==> src/rtl/config_pkg.sv <==
// Shared definitions for the column configuration chain loader:
// state encoding and the default configuration word width.
package config_pkg;

    localparam int CFG_WORD_W = 32;

    localparam logic [1:0] CFG_IDLE = 2'd0;
    localparam logic [1:0] CFG_LOAD = 2'd1;
    localparam logic [1:0] CFG_SET  = 2'd2;
    localparam logic [1:0] CFG_DONE = 2'd3;

    typedef enum logic [1:0] {
        ST_IDLE = CFG_IDLE,
        ST_LOAD = CFG_LOAD,
        ST_SET  = CFG_SET,
        ST_DONE = CFG_DONE
    } cfg_state_t;

endpackage

==> src/rtl/config_word_serializer.sv <==
// One-word LSB-first serializer. When empty, a load paired with a shift passes
// bit 0 straight through so an accepted word costs no bubble.
module config_word_serializer #(
    parameter int WORD_W = 32,
    parameter int CNT_W  = 11,
    parameter int BW     = $clog2(WORD_W + 1)
) (
    input  logic              clk,
    input  logic              rst,
    input  logic              i_clear,
    input  logic              i_load,
    input  logic              i_shift,
    input  logic [WORD_W-1:0] i_data,
    input  logic [CNT_W-1:0]  i_need,
    output logic              o_bit,
    output logic              o_empty,
    output logic              o_last,
    output logic [BW-1:0]     o_cnt_nxt
);

    logic [WORD_W-1:0] r_buf, w_buf_nxt;
    logic [BW-1:0]     r_cnt, w_nbits;

    // A final partial word only contributes the bits the chain still needs.
    assign w_nbits = (32'(i_need) >= 32'(WORD_W)) ? BW'(WORD_W) : BW'(i_need);

    assign o_bit   = (r_cnt == '0) ? i_data[0] : r_buf[0];
    assign o_empty = (r_cnt == '0);
    assign o_last  = (r_cnt == BW'(1));

    always_comb begin
        w_buf_nxt = r_buf;
        o_cnt_nxt = r_cnt;
        if (i_clear) begin
            w_buf_nxt = '0;
            o_cnt_nxt = '0;
        end else if (i_shift) begin
            if (r_cnt == '0) begin
                if (i_load) begin
                    w_buf_nxt = i_data >> 1;
                    o_cnt_nxt = w_nbits - BW'(1);
                end
            end else if (r_cnt == BW'(1)) begin
                if (i_load) begin
                    w_buf_nxt = i_data;
                    o_cnt_nxt = w_nbits;
                end else begin
                    o_cnt_nxt = '0;
                end
            end else begin
                w_buf_nxt = r_buf >> 1;
                o_cnt_nxt = r_cnt - BW'(1);
            end
        end else if (i_load) begin
            w_buf_nxt = i_data;
            o_cnt_nxt = w_nbits;
        end
    end

    always_ff @(posedge clk or negedge rst) begin
        if (!rst) begin
            r_buf <= '0;
            r_cnt <= '0;
        end else begin
            r_buf <= w_buf_nxt;
            r_cnt <= o_cnt_nxt;
        end
    end

endmodule

==> src/rtl/config_chain_loader.sv <==
// Streams configuration words into a column shift chain, then pulses the
// tile set line. Every output is a flop computed from next-state values.
module config_chain_loader
    import config_pkg::*;
#(
    parameter int WORD_W    = CFG_WORD_W,
    parameter int CHAIN_LEN = 1024,
    parameter int CNT_W     = $clog2(CHAIN_LEN + 1)
) (
    input  logic              clk,
    input  logic              rst,
    input  logic              start,
    input  logic [WORD_W-1:0] in_data,
    input  logic              in_valid,
    output logic              in_ready,
    output logic              shift_out,
    output logic              cfg_cen,
    output logic              set_out,
    output logic              busy,
    output logic              done
);

    localparam int               BW  = $clog2(WORD_W + 1);
    localparam logic [CNT_W-1:0] LEN = CNT_W'(CHAIN_LEN);

    cfg_state_t       r_state, w_state_nxt;
    logic [CNT_W-1:0] r_bits_sent, w_sent_nxt, w_need, w_rem_nxt;
    logic             r_in_ready, r_shift_out, r_cfg_cen, r_set_out, r_busy, r_done;
    logic             w_accept, w_shift, w_clear, w_enter_load, w_ready_nxt;
    logic             w_ser_bit, w_ser_empty, w_ser_last;
    logic [BW-1:0]    w_ser_cnt_nxt;

    // Words are only taken when the buffer is empty or draining its last bit.
    assign w_accept = r_in_ready && in_valid && (w_ser_empty || w_ser_last);
    assign w_shift  = (r_state == ST_LOAD) && (!w_ser_empty || w_accept);
    assign w_sent_nxt = r_bits_sent + CNT_W'(w_shift);
    assign w_need     = LEN - r_bits_sent - CNT_W'(w_ser_last);
    assign w_rem_nxt  = LEN - w_sent_nxt;

    always_comb begin
        w_state_nxt = r_state;
        case (r_state)
            ST_IDLE, ST_DONE: if (start) w_state_nxt = ST_LOAD;
            ST_LOAD:          if (r_bits_sent == LEN) w_state_nxt = ST_SET;
            ST_SET:           w_state_nxt = ST_DONE;
            default:          w_state_nxt = ST_IDLE;
        endcase
    end

    assign w_enter_load = (r_state != ST_LOAD) && (w_state_nxt == ST_LOAD);
    assign w_clear      = w_enter_load || (r_state == ST_LOAD && w_state_nxt == ST_SET);
    assign w_ready_nxt  = (w_state_nxt == ST_LOAD) &&
                          (w_enter_load ||
                           ((32'(w_rem_nxt) > 32'(w_ser_cnt_nxt)) && (w_ser_cnt_nxt <= BW'(1))));

    config_word_serializer #(
        .WORD_W (WORD_W),
        .CNT_W  (CNT_W),
        .BW     (BW)
    ) u_ser (
        .clk       (clk),
        .rst       (rst),
        .i_clear   (w_clear),
        .i_load    (w_accept),
        .i_shift   (w_shift),
        .i_data    (in_data),
        .i_need    (w_need),
        .o_bit     (w_ser_bit),
        .o_empty   (w_ser_empty),
        .o_last    (w_ser_last),
        .o_cnt_nxt (w_ser_cnt_nxt)
    );

    always_ff @(posedge clk or negedge rst) begin
        if (!rst) begin
            r_state     <= ST_IDLE;
            r_bits_sent <= '0;
            r_in_ready  <= 1'b0;
            r_shift_out <= 1'b0;
            r_cfg_cen   <= 1'b0;
            r_set_out   <= 1'b0;
            r_busy      <= 1'b0;
            r_done      <= 1'b0;
        end else begin
            r_state     <= w_state_nxt;
            r_bits_sent <= w_enter_load ? '0 : w_sent_nxt;
            r_in_ready  <= w_ready_nxt;
            if (w_shift) r_shift_out <= w_ser_bit;
            r_cfg_cen   <= w_shift;
            r_set_out   <= (w_state_nxt == ST_SET);
            r_busy      <= (w_state_nxt == ST_LOAD) || (w_state_nxt == ST_SET);
            r_done      <= (w_state_nxt == ST_DONE);
        end
    end

    assign in_ready  = r_in_ready;
    assign shift_out = r_shift_out;
    assign cfg_cen   = r_cfg_cen;
    assign set_out   = r_set_out;
    assign busy      = r_busy;
    assign done      = r_done;

endmodule

==> config.mk <==
export PLATFORM = sky130hd
export DESIGN_NAME = config_chain_loader
export DESIGN_NICKNAME = d
export VERILOG_FILES = /design/src/rtl/config_pkg.sv /design/src/rtl/config_word_serializer.sv /design/src/rtl/config_chain_loader.sv
export SDC_FILE = /design/constraint.sdc
export NUM_CORES = 1
export LEC_CHECK = 0
export CORE_MARGIN = 2
export CORE_UTILIZATION = 30
export CTS_CLUSTER_DIAMETER = 120
export DETAILED_ROUTE_END_ITERATION = 8
export PLACE_DENSITY = 0.49
export SYNTH_ARGS = -nofsm -noshare
export SYNTH_HDL_FRONTEND = slang
export SYNTH_HIERARCHICAL = 1
export SYNTH_SLANG_ARGS = --single-unit
==> constraint.sdc <==
create_clock -name clk -period 5.3 [get_ports clk]
set_input_delay 1.325 -clock clk [delete_from_list [all_inputs] [get_ports clk]]
set_output_delay 1.325 -clock clk [all_outputs]
set_load 0.01 [all_outputs]
### Yosys cells after proc, flatten, opt, wreduce, memory -nomap -nowiden

Cells that the tools add are included.

* flip-flop bits (word level): 57
* input port bits: 36
* output and inout port bits: 6
* word-level logic and storage cells: 64

* add/subtract/negate cells: 6
* order comparisons: 3
* eq/ne operators: 10
* multiplexer cells: 19
* reduce and logical (&&, ||, !) cells: 16

Operator list (count)
* $mux 32: 6
* $mux 6: 8
* $sub 11x11->11 const A: 2
* $sub 6x1->6 const B: 2
* $add 11x1->11: 1
* $eq 11x11->1 const B: 1
* $ge 11x6->1 const B: 1
* $gt 11x6->1: 1
* $mux 11: 1
* $sub 11x1->11: 1
* $eq 2x2->1 const B: 4
* $logic_and 1x1->1: 7
* $eq 6x1->1 const B: 1
* $le 6x1->1 const B: 1
* $logic_not 6->1: 1
* $pmux 2 s3: 1
* $logic_or 1x1->1: 5
* $eq 2x1->1 const B: 2
* $mux 2: 2
* $ne 4x3->1 const B: 1
* $logic_not 2->1: 1
* $ne 2x1->1 const B: 1
* $reduce_or 2->1: 1
* $logic_not 1->1: 1
* $mux 1: 1

### Logic depth before layout (Yosys ltp)

* depth after elaboration: 13
* depth in mapped cells: 29
* mapped depth without buffers: 28

### By module

Netlist, hierarchy kept.

By module, submodules not included
* config_word_serializer: times used 1, cells each 235, area an instance 2307.2 sq um
* config_chain_loader: times used 1, cells each 209, area an instance 1891.8 sq um

### Worst setup path before layout

OpenSTA, ideal clock, no wires.

* path kind: reg-to-reg
* from: register u_ser.r_cnt[4]
* to: register r_in_ready, in the netlist in_ready
* setup time: 0.141 ns
* arrival time: 4.537 ns
* slack: 0.621 ns
* cell stages (with the launch flop): 28
* buffers on the path: 0
* cells stage by stage: dfrtp_1 -> nor4_2 -> nand2_2 -> clkinv_4 -> inv_1 -> ha_1 -> ha_1 -> inv_1 -> ha_1 -> o21bai_1 -> a21oi_1 -> nor2_1 -> o21ai_1 -> nor2b_1 -> xor2_1 -> nor4_1 -> nor3b_2 -> a21oi_1 -> a211oi_1 -> a22o_1 -> inv_1 -> ha_1 -> nor2b_1 -> o21ai_0 -> a21oi_1 -> o21a_1 -> o22ai_1 -> a41oi_1

* cells in the longest elaborated chain, start to end: 13
* elaborated cells on any way between the ends: 26

Ends and longest elaborated chain
* start, declared: line config_word_serializer.sv:22 `logic [BW-1:0] r_cnt, w_nbits;`
* start signal, assigned: line config_word_serializer.sv:66 `r_cnt <= o_cnt_nxt;`
* $eq 6x1->1 *: line config_word_serializer.sv:29 `assign o_last = (r_cnt == BW'(1));`
* via w_ser_last: line config_chain_loader.sv:30 `logic w_ser_bit, w_ser_empty, w_ser_last;`
* $sub 11x1->11 *: line config_chain_loader.sv:37 `assign w_need = LEN - r_bits_sent - CNT_W'(w_ser_last);`
* via w_need[7]: line config_chain_loader.sv:27 `logic [CNT_W-1:0] r_bits_sent, w_sent_nxt, w_need, w_rem_nxt;`
* $ge 11x6->1 *: line config_word_serializer.sv:25 `assign w_nbits = (32'(i_need) >= 32'(WORD_W)) ? BW'(WORD_W) : BW'(i_need);`
* $mux 6 *: line config_word_serializer.sv:25
* $sub 6x1->6 or $mux 6 (tied branches): line config_word_serializer.sv:41, config_word_serializer.sv:44
* $mux 6, on equally long branches: line config_word_serializer.sv:39, config_word_serializer.sv:43
* $mux 6: line config_word_serializer.sv:38 `if (r_cnt == '0) begin`
* $mux 6 *: line config_word_serializer.sv:37 `end else if (i_shift) begin`
* $mux 6 *: line config_word_serializer.sv:34 `if (i_clear) begin`
* via w_ser_cnt_nxt[1]: line config_chain_loader.sv:31 `logic [BW-1:0] w_ser_cnt_nxt;`
* $gt 11x6->1 or $le 6x1->1 (tied branches): line config_chain_loader.sv:54 `((32'(w_rem_nxt) > 32'(w_ser_cnt_nxt)) && (w_ser_cnt_nxt <= BW'(1))));`
* $logic_and 1x1->1 *: line config_chain_loader.sv:54
* $logic_or 1x1->1 *: line config_chain_loader.sv:53 `(w_enter_load ||`
* $logic_and 1x1->1 *: line config_chain_loader.sv:52 `assign w_ready_nxt = (w_state_nxt == ST_LOAD) &&`
* via w_ready_nxt: line config_chain_loader.sv:29 `logic w_accept, w_shift, w_clear, w_enter_load, w_ready_nxt;`
* end signal, assigned: line config_chain_loader.sv:87 `r_in_ready <= w_ready_nxt;`
* end, declared: line config_chain_loader.sv:28 `logic r_in_ready, r_shift_out, r_cfg_cen, r_set_out, r_busy, r_done;`

Mark *: on every way through the listed nets, which the timed path passes. The rest lies on a longest branch.
A chain may end at the register's enable or synchronous reset.

### Final worst setup path

* from: register u_ser.r_cnt[5]
* to: register r_in_ready, in the netlist in_ready

Same word-level chain as after synthesis.

==> impl_metrics.ini <==
[timing]
period_needed_ns = 4.88
worst_slack_ns = 0.418
slew_headroom_pct = 63.1
period_share_pct = 92.1
fmax_mhz = 205
skew_ns = 0.00903
finalMaxSlewViolations = 0
hold_viol = 0
setup_viol = 0
tightest_slew_ns = 0.548

[critical_path]
path_class = register to register
cp_max_fo = 9
cp_slowest_stage_delay_ns = 0.45
crit_arrival_ns = 5.07
crit_required_ns = 5.49
cp_slowest_cell = dfrtp_2
cp-end-kind = register
crit_top_cell = ha_1
critPathLaunchType = register

[layout]
layout-drive-gt1-share_pct = 13.3
syn_to_final_growth_pct = 22.3
antennaDiodeCount = 0
fill_cells = 1415
seq_area_um2 = 1430
multi_input_area_um2 = 2540
nets = 556
final_util_pct = 37.3

[power_and_ir_drop]
ir_worst_vdd_uv = 344
switching_share_pct = 45.5
power_switching_uw = 1400
seq_power_share_pct = 21.5
comb_power_share_pct = 59.3
p_leak_uw = 0.00218
p_int_uw = 1670
power_frac_clock_pct = 19.1
pwr_density_cell_nw_per_um2 = 598

[floorplanning]
core-area_um2 = 13800
die_h_um = 122
num_io_pins = 42
fp.dieW_um = 122
initial_core_util_pct = 30.5
rows = 43
dieArea_um2 = 15000

[clock_network]
cts_buffer_depth = 2
cts-htree-levels = 3
clockRootBuffer = clkbuf_16
ctsHoldBuffers = 0
cts_buffers = 9
clkTransAtPathRegs_ns = 0.05
insertion_delay_ns = 0.34
clkSinkCount = 57
cts_tree = yes

[global_route]
grt_max_degree = 42
antenna_found_initial = 0
grt_pass1_vias = 3554
track_usage_pct = 15.5
overflow = 0
grt_pass1_wl_mm = 18.1

[run_status]
status = finished, final reports clean

[drt]
antenna_left = 0
wl_mm = 11.1
first_pass_iters = 6
vias_per_cell = 5.36
drt_iter0_markers = 356
wl_per_cell_um = 16.6
via_count = 3583
drc = 0

[place]
place_congestion = 0.836
dp_worst_setup_slack_ns = 0.0943
port_buffers = 41
hpwl_mm = 7.46

[synthesis]
ys_seq_area_share_pct = 34.0
ys_seq_elements = 57
yosysWarnings = 6
synth_cell_types = 71
ys.flop_type = dfrtp_1
async_flop_share_pct = 100
synth_cells = 444
synth_edf_count = 0
synth_most_common_cell = dfrtp_1
syn_nets = 517
syn_avg_cell_area_um2 = 9.46
synth_area_um2 = 4200
synth_top_area_cell = dfrtp_1
netlist_top_cells_area = dfrtp_1, ha_1, a221o_1
synthDominantCellAreaShare_pct = 34.0
synthTopCellsByCount = dfrtp_1, nor2_1, ha_1, a221o_1, a22oi_1

[flow_run]
maxCapViolations = 0

[min_path]
hold_class = register to register
==> kinds of logic (layout without fill, tap and decap cells) <==
family          after synthesis  after routing  share of synthesized area, %
mux                           2              2                         0.507
flops                        57             57                          34.0
simple gates                130            130                          15.8
buf+inv                      61            105                          7.00
xor+xnor                     28             28                          7.09
fa+ha+maj                    37             37                          11.0
compound gates              129            129                          24.6
==> cell usage in the layout, fill, tap and decap left out, types with 5 or more instances in the layout <==
master and count:
a221o_1 31, o21ai_0 10, nor2_1 55, ha_1 37
nand3_1 6, clkbuf_16 9, a22oi_1 31, dfrtp_1 55
nand4_1 6, nand2_1 16, xnor2_1 13, a21oi_1 13
nor3_1 9, buf_4 14, nor2b_1 7, xor2_1 10
clkdlybuf4s50_1 40, inv_1 29, nand2b_1 5
==> state kept, by name, indices dropped and copies added (netlist names) <==
name         count
in_ready         1
shift_out        1
r_bits_sent     11
u_ser/r_cnt      6
cfg_cen          1
set_out          1
busy             1
r_state          2
done             1
u_ser/r_buf     32
==> layer usage <==
metal,routed length [um],global-route usage [%]
met3,433,3.76
met1,5210,20.6
met4,159,5.39
met2,5280,24.7
met5,0,0
==> per-stage QoR <==
step                hold WS [ns]  setup TNS (ns)  instance area (um^2)  instances  power, uW
floorplan                  0.480               0                  4200        444       1930
global placement           0.491               0                  4760        649       2370
detailed placement         0.499               0                  4760        649       2400
CTS                        0.515               0                  5060        665       3010
global route               0.527        -0.00309                  5130        668       3340
finish                     0.510               0                  5130        668       3070
==> final timing paths <==
| path | start | end | slack, ns | cells after the start |
|---|---|---|---|---|
| setup / recovery | u_ser/r_cnt[5]$_DFF_PN0_ | in_ready$_DFF_PN0_ | 0.42 | 28 |
| hold / removal | u_ser/r_buf[8]$_DFFE_PN0P_ | u_ser/r_buf[8]$_DFFE_PN0P_ | 0.51 | 1 |
| setup reg to reg | u_ser/r_cnt[5]$_DFF_PN0_ | in_ready$_DFF_PN0_ | 0.42 | 28 |
| hold reg to reg | u_ser/r_buf[8]$_DFFE_PN0P_ | u_ser/r_buf[8]$_DFFE_PN0P_ | 0.51 | 1 |
| max in group asynchronous | rst | u_ser/r_cnt[5]$_DFF_PN0_ | 3.41 | 2 |
| min in group asynchronous | rst | u_ser/r_buf[13]$_DFFE_PN0P_ | 0.94 | 1 |
==> worst max-delay path, delay by kind of cell (launching register included) <==
family | cells | cell delay [ns]
AO/OA/AOI/OAI | 9 | 1.45
AND/OR/NAND/NOR | 8 | 1.15
adder cells (fa/ha/maj) | 4 | 0.86
buffers and inverters | 6 | 0.61
flip-flops | 1 | 0.45
XOR/XNOR | 1 | 0.25
==> power by group through the flow <==
| stage | Clock, uW | Combinational (uW) | Sequential [uW] |
|---|---|---|---|
| after floorplan | 0 | 1290 | 638 |
| after global placement | 0 | 1720 | 655 |
| after detailed placement | 0 | 1740 | 658 |
| after CTS | 605 | 1750 | 652 |
| after global routing | 628 | 2030 | 677 |
| final | 586 | 1820 | 661 |
==> cell type report <==
type                            instances  area share, %
Clock buffer                           11           4.73
Sequential cell                        57           27.8
Multi-Input combinational cell        326           49.5
Timing Repair Buffer                   55           9.94
Inverter                               34           2.58
Tap cell                              180           4.39
Clock inverter                          5           1.07
==> timing repair <==
action	4_1_cts	5_1_grt
hold endpoints to repair	0	0
endpoints found under the setup margin	0	1
buffers inserted	0	3
gates resized for setup	0	13
(Power assumes the default switching activity.)
